`config.mk`:
```
export PLATFORM = sky130hd
export DESIGN_NAME = pool_window_buffer
export DESIGN_NICKNAME = d
export VERILOG_FILES = /design/src/rtl/lenet_pkg.sv /design/src/rtl/pool_window_buffer_delay_line.sv /design/src/rtl/pool_window_buffer.sv
export SDC_FILE = /design/constraint.sdc
export NUM_CORES = 1
export LEC_CHECK = 0
export ABC_AREA = 1
export CAP_MARGIN = 20
export CORE_MARGIN = 5
export CORE_UTILIZATION = 32
export CTS_CLUSTER_SIZE = 30
export DETAILED_ROUTE_END_ITERATION = 10
export MAX_ROUTING_LAYER = met4
export PLACE_DENSITY = 0.52
export SYNTH_ARGS = -nofsm -noshare
export SYNTH_HDL_FRONTEND = slang
export SYNTH_SLANG_ARGS = --single-unit
```
`constraint.sdc`:
```
create_clock -name clk -period 27 [get_ports clk]
set_input_delay 5.4 -clock clk [delete_from_list [all_inputs] [get_ports clk]]
set_output_delay 5.4 -clock clk [all_outputs]
set_load 0.005 [all_outputs]
```
`src/rtl/lenet_pkg.sv`:
```
// Shared LeNet accelerator definitions.
// Holds datapath width, FP constants and index-width helper.
package lenet_pkg;

    localparam int DATA_WIDTH = 32;

    // 4.0 in IEEE-754 single, the 2x2 average divisor
    localparam logic [31:0] FP_FOUR = 32'h4080_0000;

    // Width of an index over n items, never below one bit
    function automatic int idx_w(input int n);
        return (n > 1) ? $clog2(n) : 1;
    endfunction

endpackage

```
`src/rtl/pool_window_buffer_delay_line.sv`:
```
// Fixed-depth shift register with async reset.
// Advances every cycle so in-flight entries always drain.
module delay_line #(
    parameter int WIDTH = 1,
    parameter int DEPTH = 1
) (
    input  logic             clk,
    input  logic             reset,
    input  logic [WIDTH-1:0] d,
    output logic [WIDTH-1:0] q
);

    logic [WIDTH-1:0] stage [DEPTH];

    // Shift one stage per clock, no enable
    always_ff @(posedge clk or posedge reset) begin
        if (reset) begin
            for (int i = 0; i < DEPTH; i++) stage[i] <= '0;
        end else begin
            stage[0] <= d;
            for (int i = 1; i < DEPTH; i++) stage[i] <= stage[i-1];
        end
    end

    assign q = stage[DEPTH-1];

endmodule

```
`src/rtl/pool_window_buffer.sv`:
```
// Line buffer feeding the 2x2 average-pooling stage.
// Forms stride-2 windows and tags each result with address and map.
module pool_window_buffer
    import lenet_pkg::*;
#(
    parameter int DATA_WIDTH            = lenet_pkg::DATA_WIDTH,
    parameter int IFM_SIZE              = 14,
    parameter int IFM_DEPTH             = 3,
    parameter int POOL_LATENCY          = 3,
    parameter int IFM_SIZE_NEXT         = IFM_SIZE / 2,
    parameter int ADDRESS_SIZE_NEXT_IFM = $clog2(IFM_SIZE_NEXT * IFM_SIZE_NEXT),
    parameter int BUF_LEN               = IFM_SIZE + 2
) (
    input  logic                             clk,
    input  logic                             reset,
    input  logic [DATA_WIDTH-1:0]            data_in,
    input  logic                             data_valid,
    output logic [DATA_WIDTH-1:0]            pool_data_in_1,
    output logic [DATA_WIDTH-1:0]            pool_data_in_2,
    output logic [DATA_WIDTH-1:0]            pool_data_in_3,
    output logic [DATA_WIDTH-1:0]            pool_data_in_4,
    output logic                             pool_enable,
    output logic                             pool_out_valid,
    output logic [ADDRESS_SIZE_NEXT_IFM-1:0] pool_out_addr,
    output logic [idx_w(IFM_DEPTH)-1:0]      pool_out_map,
    output logic                             frame_done
);

    // Counter width also holds 2*IFM_SIZE_NEXT for the window bound
    localparam int CNT_W  = idx_w(IFM_SIZE + 1);
    localparam int MAP_W  = idx_w(IFM_DEPTH);
    localparam int ADDR_W = ADDRESS_SIZE_NEXT_IFM;
    localparam int META_W = MAP_W + ADDR_W;

    localparam logic [CNT_W-1:0]  POS_LAST  = CNT_W'(IFM_SIZE - 1);
    localparam logic [CNT_W-1:0]  WIN_LIM   = CNT_W'(2 * IFM_SIZE_NEXT);
    localparam logic [MAP_W-1:0]  MAP_LAST  = MAP_W'(IFM_DEPTH - 1);
    localparam logic [ADDR_W-1:0] ADDR_LAST = ADDR_W'(IFM_SIZE_NEXT * IFM_SIZE_NEXT - 1);

    logic [DATA_WIDTH-1:0] pix_buf [BUF_LEN];
    logic [CNT_W-1:0]      col;
    logic [CNT_W-1:0]      row;
    logic [MAP_W-1:0]      map;
    logic                  win;
    logic [ADDR_W-1:0]     addr_c;
    logic [META_W-1:0]     meta_q;
    logic [META_W-1:0]     meta_out;

    // Pixel shift register, moves only on accepted pixels
    always_ff @(posedge clk or posedge reset) begin
        if (reset) begin
            for (int i = 0; i < BUF_LEN; i++) pix_buf[i] <= '0;
        end else if (data_valid) begin
            pix_buf[0] <= data_in;
            for (int i = 1; i < BUF_LEN; i++) pix_buf[i] <= pix_buf[i-1];
        end
    end

    assign pool_data_in_4 = pix_buf[0];
    assign pool_data_in_3 = pix_buf[1];
    assign pool_data_in_2 = pix_buf[IFM_SIZE];
    assign pool_data_in_1 = pix_buf[IFM_SIZE+1];

    // Raster position of the pixel about to be accepted
    always_ff @(posedge clk or posedge reset) begin
        if (reset) begin
            col <= '0;
            row <= '0;
            map <= '0;
        end else if (data_valid) begin
            if (col == POS_LAST) begin
                col <= '0;
                if (row == POS_LAST) begin
                    row <= '0;
                    map <= (map == MAP_LAST) ? '0 : map + 1'b1;
                end else begin
                    row <= row + 1'b1;
                end
            end else begin
                col <= col + 1'b1;
            end
        end
    end

    // Odd row/col closes a window; trailing odd-size edge is excluded
    assign win = col[0] && row[0] && (col < WIN_LIM) && (row < WIN_LIM);

    assign addr_c = ADDR_W'((int'(row) >> 1) * IFM_SIZE_NEXT + (int'(col) >> 1));

    // One-cycle window pulse plus the result tag captured with it
    always_ff @(posedge clk or posedge reset) begin
        if (reset) begin
            pool_enable <= 1'b0;
            meta_q      <= '0;
        end else begin
            pool_enable <= data_valid && win;
            if (data_valid && win) meta_q <= {map, addr_c};
        end
    end

    delay_line #(
        .WIDTH (1),
        .DEPTH (POOL_LATENCY)
    ) u_valid_dl (
        .clk   (clk),
        .reset (reset),
        .d     (pool_enable),
        .q     (pool_out_valid)
    );

    delay_line #(
        .WIDTH (META_W),
        .DEPTH (POOL_LATENCY)
    ) u_meta_dl (
        .clk   (clk),
        .reset (reset),
        .d     (meta_q),
        .q     (meta_out)
    );

    assign pool_out_map  = meta_out[META_W-1:ADDR_W];
    assign pool_out_addr = meta_out[ADDR_W-1:0];

    assign frame_done = pool_out_valid
                     && (pool_out_addr == ADDR_LAST)
                     && (pool_out_map == MAP_LAST);

endmodule

```
==> results.json <==
{
  "h-tree-depth": 2,
  "cts.clk_slew.worst_paths_ns": 0.06,
  "grt_start_max_net_pins": 202,
  "rrSetupSlack_ns": 24.45,
  "syn_avg_cell_area_sq_um": 9.82,
  "diodes": 0,
  "clockRootBuffer": "clkbuf_16",
  "finalHoldViolCount": 0,
  "leakage_uw": 0.0116,
  "routabilityCongestion": 0.700,
  "cts_resized": 0,
  "post_cts_buffers": 0,
  "slowest_delay_ns": 0.53,
  "syn_area_sq_um": 21800,
  "rows": 95,
  "hold_buffers": 0,
  "multi_input_area_sq_um": 5150,
  "cp.required_ns": 21.60,
  "viasPerCell": 4.10,
  "die-area_sq_um": 73500,
  "cts_buffers": 60,
  "regArea_sq_um": 14000,
  "grt_usage": 0.108,
  "worst_pin_slew_ns": 0.987,
  "fin_crit_sh": 0.275,
  "period_minus_slack_ns": 7.42,
  "final_util": 0.377,
  "nFillCells": 6683,
  "synthTopCellsByArea": "dfrtp_1 64%, o21ai_0 11%, nand2_1 10%",
  "portBuffers": 173,
  "power_per_cell_area_nw_per_um2": 85.8,
  "finClkSkew_ns": 0.0123,
  "clk_latency_ns": 0.61,
  "p_total_uw": 2180,
  "coreArea_sq_um": 67400,
  "start_kind": "flip-flop",
  "worstSetupPathType": "flip-flop to output pin",
  "critPathArrivalTime_ns": 2.02,
  "maxCapViolCount": 0,
  "numClockSinks": 558,
  "io_pins": 174,
  "first_global_vias": 13387,
  "drv_slew": 0,
  "rsz0062_at_grt": "no",
  "drc": 0,
  "cts_buffer_depth": 3,
  "synth_seq_cells": 558,
  "start_util": 0.324,
  "yosysSeqAreaShare": 0.640,
  "syn_nets": 2271,
  "synth_top_area_frac": 0.640,
  "drt-total-wl_um": 38200,
  "vias": 12892,
  "yosys_warnings": 0,
  "wire_per_inst_um": 12.1,
  "ant_nets": 0,
  "tns_ns": 0,
  "crit_chain": "or2_2, nor3_1, clkdlybuf4s50_1",
  "outcome": "finished clean",
  "maxSlewHeadroom": 0.342,
  "cts_tree": "yes",
  "postLayoutSetupSlackWorst_ns": 19.58,
  "finalSetupViolations": 0,
  "place_ws_ns": 18.06,
  "layout-drive-gt1-share": 0.0576,
  "area_growth_pct": 16.3,
  "synth_cells": 2222,
  "hp-class": "flip-flop to flip-flop",
  "hpwl_um": 22800,
  "first_pass_iters": 5,
  "chipWidth_um": 271,
  "cp_max_fo": 2,
  "antenna_found_initial": 0,
  "synth.distinct_cells": 26,
  "max_freq_mhz": 135,
  "grt_pass1_wl_um": 67000,
  "die_h_um": 271,
  "cp_top_family": "buffers and inverters",
  "first_iter_violations": 845,
  "vdd_drop_max_mv": 0.0459,
  "grt-ovfl-total": 0,
  "critPathSlowestCell": "clkdlybuf4s50_1",
  "worstSetupEndpointType": "output pin",
  "yosys.area.top_type": "dfrtp_1",
  "cp_num_buf_inv": 1,
  "nNetsFinal": 2275
}
[cells in the mapped netlist]
cell        n
nand2_1   583
dfrtp_1   558
o21ai_0   460
inv_1     270
buf_4     138
clkbuf_1   51
o21ai_1    46
buf_2      37
buf_6      23
nand3_1    12
nor2_1     11
ha_1       10
fa_1        4
nor3_1      3
a21oi_1     2
nand2_4     2
nand3b_1    2
or2_2       2
buf_1       1
clkinv_2    1
inv_2       1
inv_4       1
nand2_2     1
nor2_4      1
nor2_8      1
xnor2_1     1
[sequential cells by signal, indices dropped and copies added (netlist names)]
signal / count
pix_buf: 384
pool_data_in_1: 32
pool_data_in_2: 32
pool_data_in_3: 32
pool_data_in_4: 32
u_meta_dl.stage: 16
meta_q: 8
u_meta_dl.q: 8
col: 4
row: 4
map: 2
u_valid_dl.stage: 2
pool_enable: 1
u_valid_dl.q: 1
[kinds of logic (layout without fill, tap and decap cells)]
logic type,count (synthesis),in the layout,synth area share
AOI/OAI and AO/OA,508,508,0.117
xor gates and xnor gates,1,1,0.000402
adders and majority gates,14,14,0.00941
buffers and inverters,523,575,0.124
DFF,558,558,0.640
and+or+nand+nor,618,618,0.110
[worst paths after layout]
path                                          startpoint                       endpoint  depth (start not counted)
setup / recovery                u_meta_dl.q[1]$_DFF_PP0_                     frame_done                          3
hold reg to reg            u_meta_dl.stage[17]$_DFF_PP0_   u_meta_dl.stage[9]$_DFF_PP0_                          0
min in group asynchronous                          reset       pix_buf[225]$_DFFE_PP0P_                          2
hold / removal             u_meta_dl.stage[17]$_DFF_PP0_   u_meta_dl.stage[9]$_DFF_PP0_                          0
setup reg to reg                      row[1]$_DFFE_PP0P_          meta_q[5]$_DFFE_PP0P_                         11
max in group asynchronous                          reset  u_valid_dl.stage[2]$_DFF_PP0_                          6
[layer usage]
layer | track usage | up-vias | wire, um
li1 | - | 6817 | -
met1 | 0.149 | 5810 | 19400
met2 | 0.160 | 206 | 15900
met3 | 0.0319 | 59 | 2190
met4 | 0.0255 | 0 | 688
met5 | - | - | 0
[where the power goes]
part           switching, uW  leakage [uW]  total [uW]  internal, uW
registers               63.6       0.00725        1030           969
logic                    156       0.00336         284           128
clock network            333       0.00102         862           529
total                    553        0.0116        2180          1620
[cell type report]
class,instances,share of cell area
flip-flops and latches,558,0.550
well taps,873,0.0430
repair buffers,192,0.0790
inverters,273,0.0411
clock inverters,28,0.0166
clock buffers,82,0.0672
multi-input cells,1141,0.203
[cell usage in the layout (no fill, tap or decap)]
master | Yosys | final
clkinv_2 | 1 | 8
bufinv_16 | 0 | 9
buf_8 | 0 | 1
buf_16 | 0 | 5
nor2_4 | 1 | 1
o21ai_0 | 460 | 460
buf_4 | 138 | 12
clkdlybuf4s50_1 | 0 | 172
clkbuf_1 | 51 | 10
nand3_1 | 12 | 12
inv_8 | 0 | 2
ha_1 | 10 | 10
fa_1 | 4 | 4
xnor2_1 | 1 | 1
buf_12 | 0 | 2
clkbuf_8 | 0 | 12
nand2_2 | 1 | 1
a21oi_1 | 2 | 2
clkinvlp_4 | 0 | 7
nand3b_1 | 2 | 2
inv_1 | 270 | 269
inv_16 | 0 | 1
inv_4 | 1 | 1
o21ai_1 | 46 | 46
nand2_1 | 583 | 583
inv_6 | 0 | 2
clkbuf_16 | 0 | 60
clkinv_4 | 0 | 1
nor2_8 | 1 | 1
nand2_4 | 2 | 2
clkinv_8 | 0 | 1
or2_2 | 2 | 2
nor3_1 | 3 | 3
nor2_1 | 11 | 11
dfrtp_1 | 558 | 558
[per-stage QoR]
stage	area [sq um]	hold slack (ns)	std cells
floorplan	21800	0.331	2222
global placement	23100	0.334	3030
detailed placement	23100	0.335	3030
CTS	25200	0.339	3140
global route	25400	0.342	3147
finish	25400	0.335	3147
[worst register-to-register path, stage by stage, from the launching register on]
cell and delay, ns:
dfrtp_1 0.46, fa_1 0.56, inv_1 0.05, fa_1 0.47
inv_1 0.06, fa_1 0.43, nand2_1 0.11, nand2_1 0.07
nand2_1 0.06, nand2_1 0.04, nand3_1 0.06, nand2_1 0.05
Note: power is estimated with default switching activity, not from simulation.
==> RTL edit (config.mk and constraints unchanged) <==
Change the parameter `IFM_DEPTH` from 3 to 2.
--- a/src/rtl/pool_window_buffer.sv
+++ b/src/rtl/pool_window_buffer.sv
@@ -7,3 +7,3 @@
     parameter int IFM_SIZE              = 14,
-    parameter int IFM_DEPTH             = 3,
+    parameter int IFM_DEPTH             = 2,
     parameter int POOL_LATENCY          = 3,
Ports: changed (resized pool_out_map); port bits go from 174 to 173. No check against the original RTL was run, so the function may have changed too.
==> RTL edit against the original RTL <==
Cell area decreased by 0.91%. Worst setup slack worse by 0.095 ns. First-iteration DRC count grew 8.4%. Non-clock buffer count down 7. Routed wire length decreased by 0.56%. Sequential cell count decreased by 5. Power rose by 0.38%. Via count rose by 0.94%. Synthesized area shrank 1.1%. Critical path type is now primary input to flop. Critical endpoint is now pool_data_in_4[28]. Largest power group unchanged.
==> RTL edit: results (changes against the original RTL) <==
outcome: "complete, no violations"
postCtsSetupBuffers: 0  # unchanged
ys.warnings.count: 0  # unchanged
worstSetupEndpoint: "pool_data_in_4[28]"
worst_path_max_delay_cell: "buf_4"
slowest_delay_ns: 0.92  # +0.39 ns
drt_iter0_drc: 916  # +8.4%
ys_async_sr_fraction: 1.00  # unchanged
numCtsBuffers: 59  # -1.7%
rr_worst_depth: 9  # -2
synth.lib_cells_used.distinct: 25  # -3.8%
critical_path_arrival_ns: 7.96  # +5.94 ns
critical_path_peak_fanout: 255  # +253
worstReg2RegEnd: "meta_q[5]"
layout-drive-gt1-share: 0.0553  # -0.00235
grt.overflow.total: 0  # unchanged
dp_hpwl_um: 22300  # -2.4%
r2r_slack_ns: 24.48  # +0.03 ns
maximum_number_of_pins_on_one_net_before_global_route_repair: 318  # +57%
most_area_consuming_cells_after_synthesis: "dfrtp_1, o21ai_0, nand2_1, buf_4, inv_1"
detailed_place.area_um2: 22900  # -0.86%
vdd_ir_drop_max_mv: 0.0422  # -8.2%
detail_route.first_pass.iterations: 5  # unchanged
final_weighted_congestion_in_routability_driven_placement: 0.724  # +3.4%
global_route_wire_length_before_repair_um: 66600  # -0.64%
clock_skew_ns: 0.0113  # -0.00102 ns
avgRoutedWirePerCell_um: 12.2  # +0.40%
crit_path_from: "data_valid"
max-slew-margin-rel: 0.200  # -0.142
detailroute.via_count: 13000  # +0.94%
grt_usage: 0.108  # -0.000869
grt_pass1_vias: 13200  # -1.7%
placement.setup.worst_slack_ns: 18.70  # +0.631 ns
synth_sequential_area_ratio: 0.641  # +0.00107
io_buffers: 172  # -0.58%
synth.cells.most_frequent: "nand2_1, dfrtp_1, o21ai_0"
total_leakage_power_nw: 11.5  # -1.2%
final_min_period_over_clock_period: 0.278  # +0.00353
final_net_count: 2245  # -1.3%
[RTL edit: changes by cell type in the layout (fill, tap and decap cells not counted), sizes merged, moves of 4 or more]
cell and change:
nor2 -7, a21oi +4, nand2 -15, buf -6, dfrtp -5, clkinvlp -6, clkinv +4, nand3 +4
[RTL edit: area by class of cell]
type	instances	area, um^2
Clock buffer	80	1700
Clock inverter	29	464
Fill cell	6730	41900
Inverter	271	1030
Multi-Input combinational cell	1126	5090
Sequential cell	553	13800
Tap cell	873	1090
Timing Repair Buffer	185	1930
[RTL edit: power by group]
part | switching (mW) | internal (mW)
sequential | 0.0661 | 0.962
clock | 0.334 | 0.546
combinational | 0.153 | 0.126
[RTL edit: cell families (layout without fill, tap and decap cells)]
| logic type | Yosys count | after routing | synth area share |
|---|---|---|---|
| flops | 553 | 553 | 0.641 |
| compound gates | 515 | 515 | 0.119 |
| fa+ha+maj | 14 | 14 | 0.00951 |
| xor+xnor | 2 | 2 | 0.000812 |
| simple gates | 595 | 595 | 0.106 |
| buf+inv | 519 | 565 | 0.123 |
[RTL edit: how the worst min path moves through the flow]
stage / from / to / slack, ns / cells past startpoint
5_1_grt: u_meta_dl.stage[20] / u_meta_dl.stage[13] / 0.35 / 0
2_1_floorplan: u_meta_dl.stage[7] / u_meta_dl.q[0] / 0.33 / 0
6_report: u_meta_dl.stage[20] / u_meta_dl.stage[13] / 0.33 / 0
3_3_place_gp: u_valid_dl.stage[2] / u_valid_dl.stage[1] / 0.33 / 0
3_5_place_dp: u_meta_dl.stage[7] / u_meta_dl.q[0] / 0.33 / 0
4_1_cts: u_meta_dl.stage[20] / u_meta_dl.stage[13] / 0.33 / 0
[RTL edit: routing by layer]
layer	vias up	track usage	wire (um)
li1	6749	-	-
met2	231	0.145	14700
met5	-	-	0
met1	5965	0.160	20100
met3	68	0.0266	2110
met4	0	0.0327	985
[RTL edit: per-stage QoR]
step                      std cells  total power [mW]
after CTS                      3113              2.22
final                          3117              2.19
after global routing           3117              2.31
after floorplan                2198              1.24
after global placement         3004              1.32
after detailed placement       3004              1.33
[RTL edit: worst max-delay path, delay by kind of cell]
| kind | cells | cell delay [ns] |
|---|---|---|
| buffers and inverters | 3 | 2.16 |
| AOI/OAI and AO/OA | 1 | 0.23 |
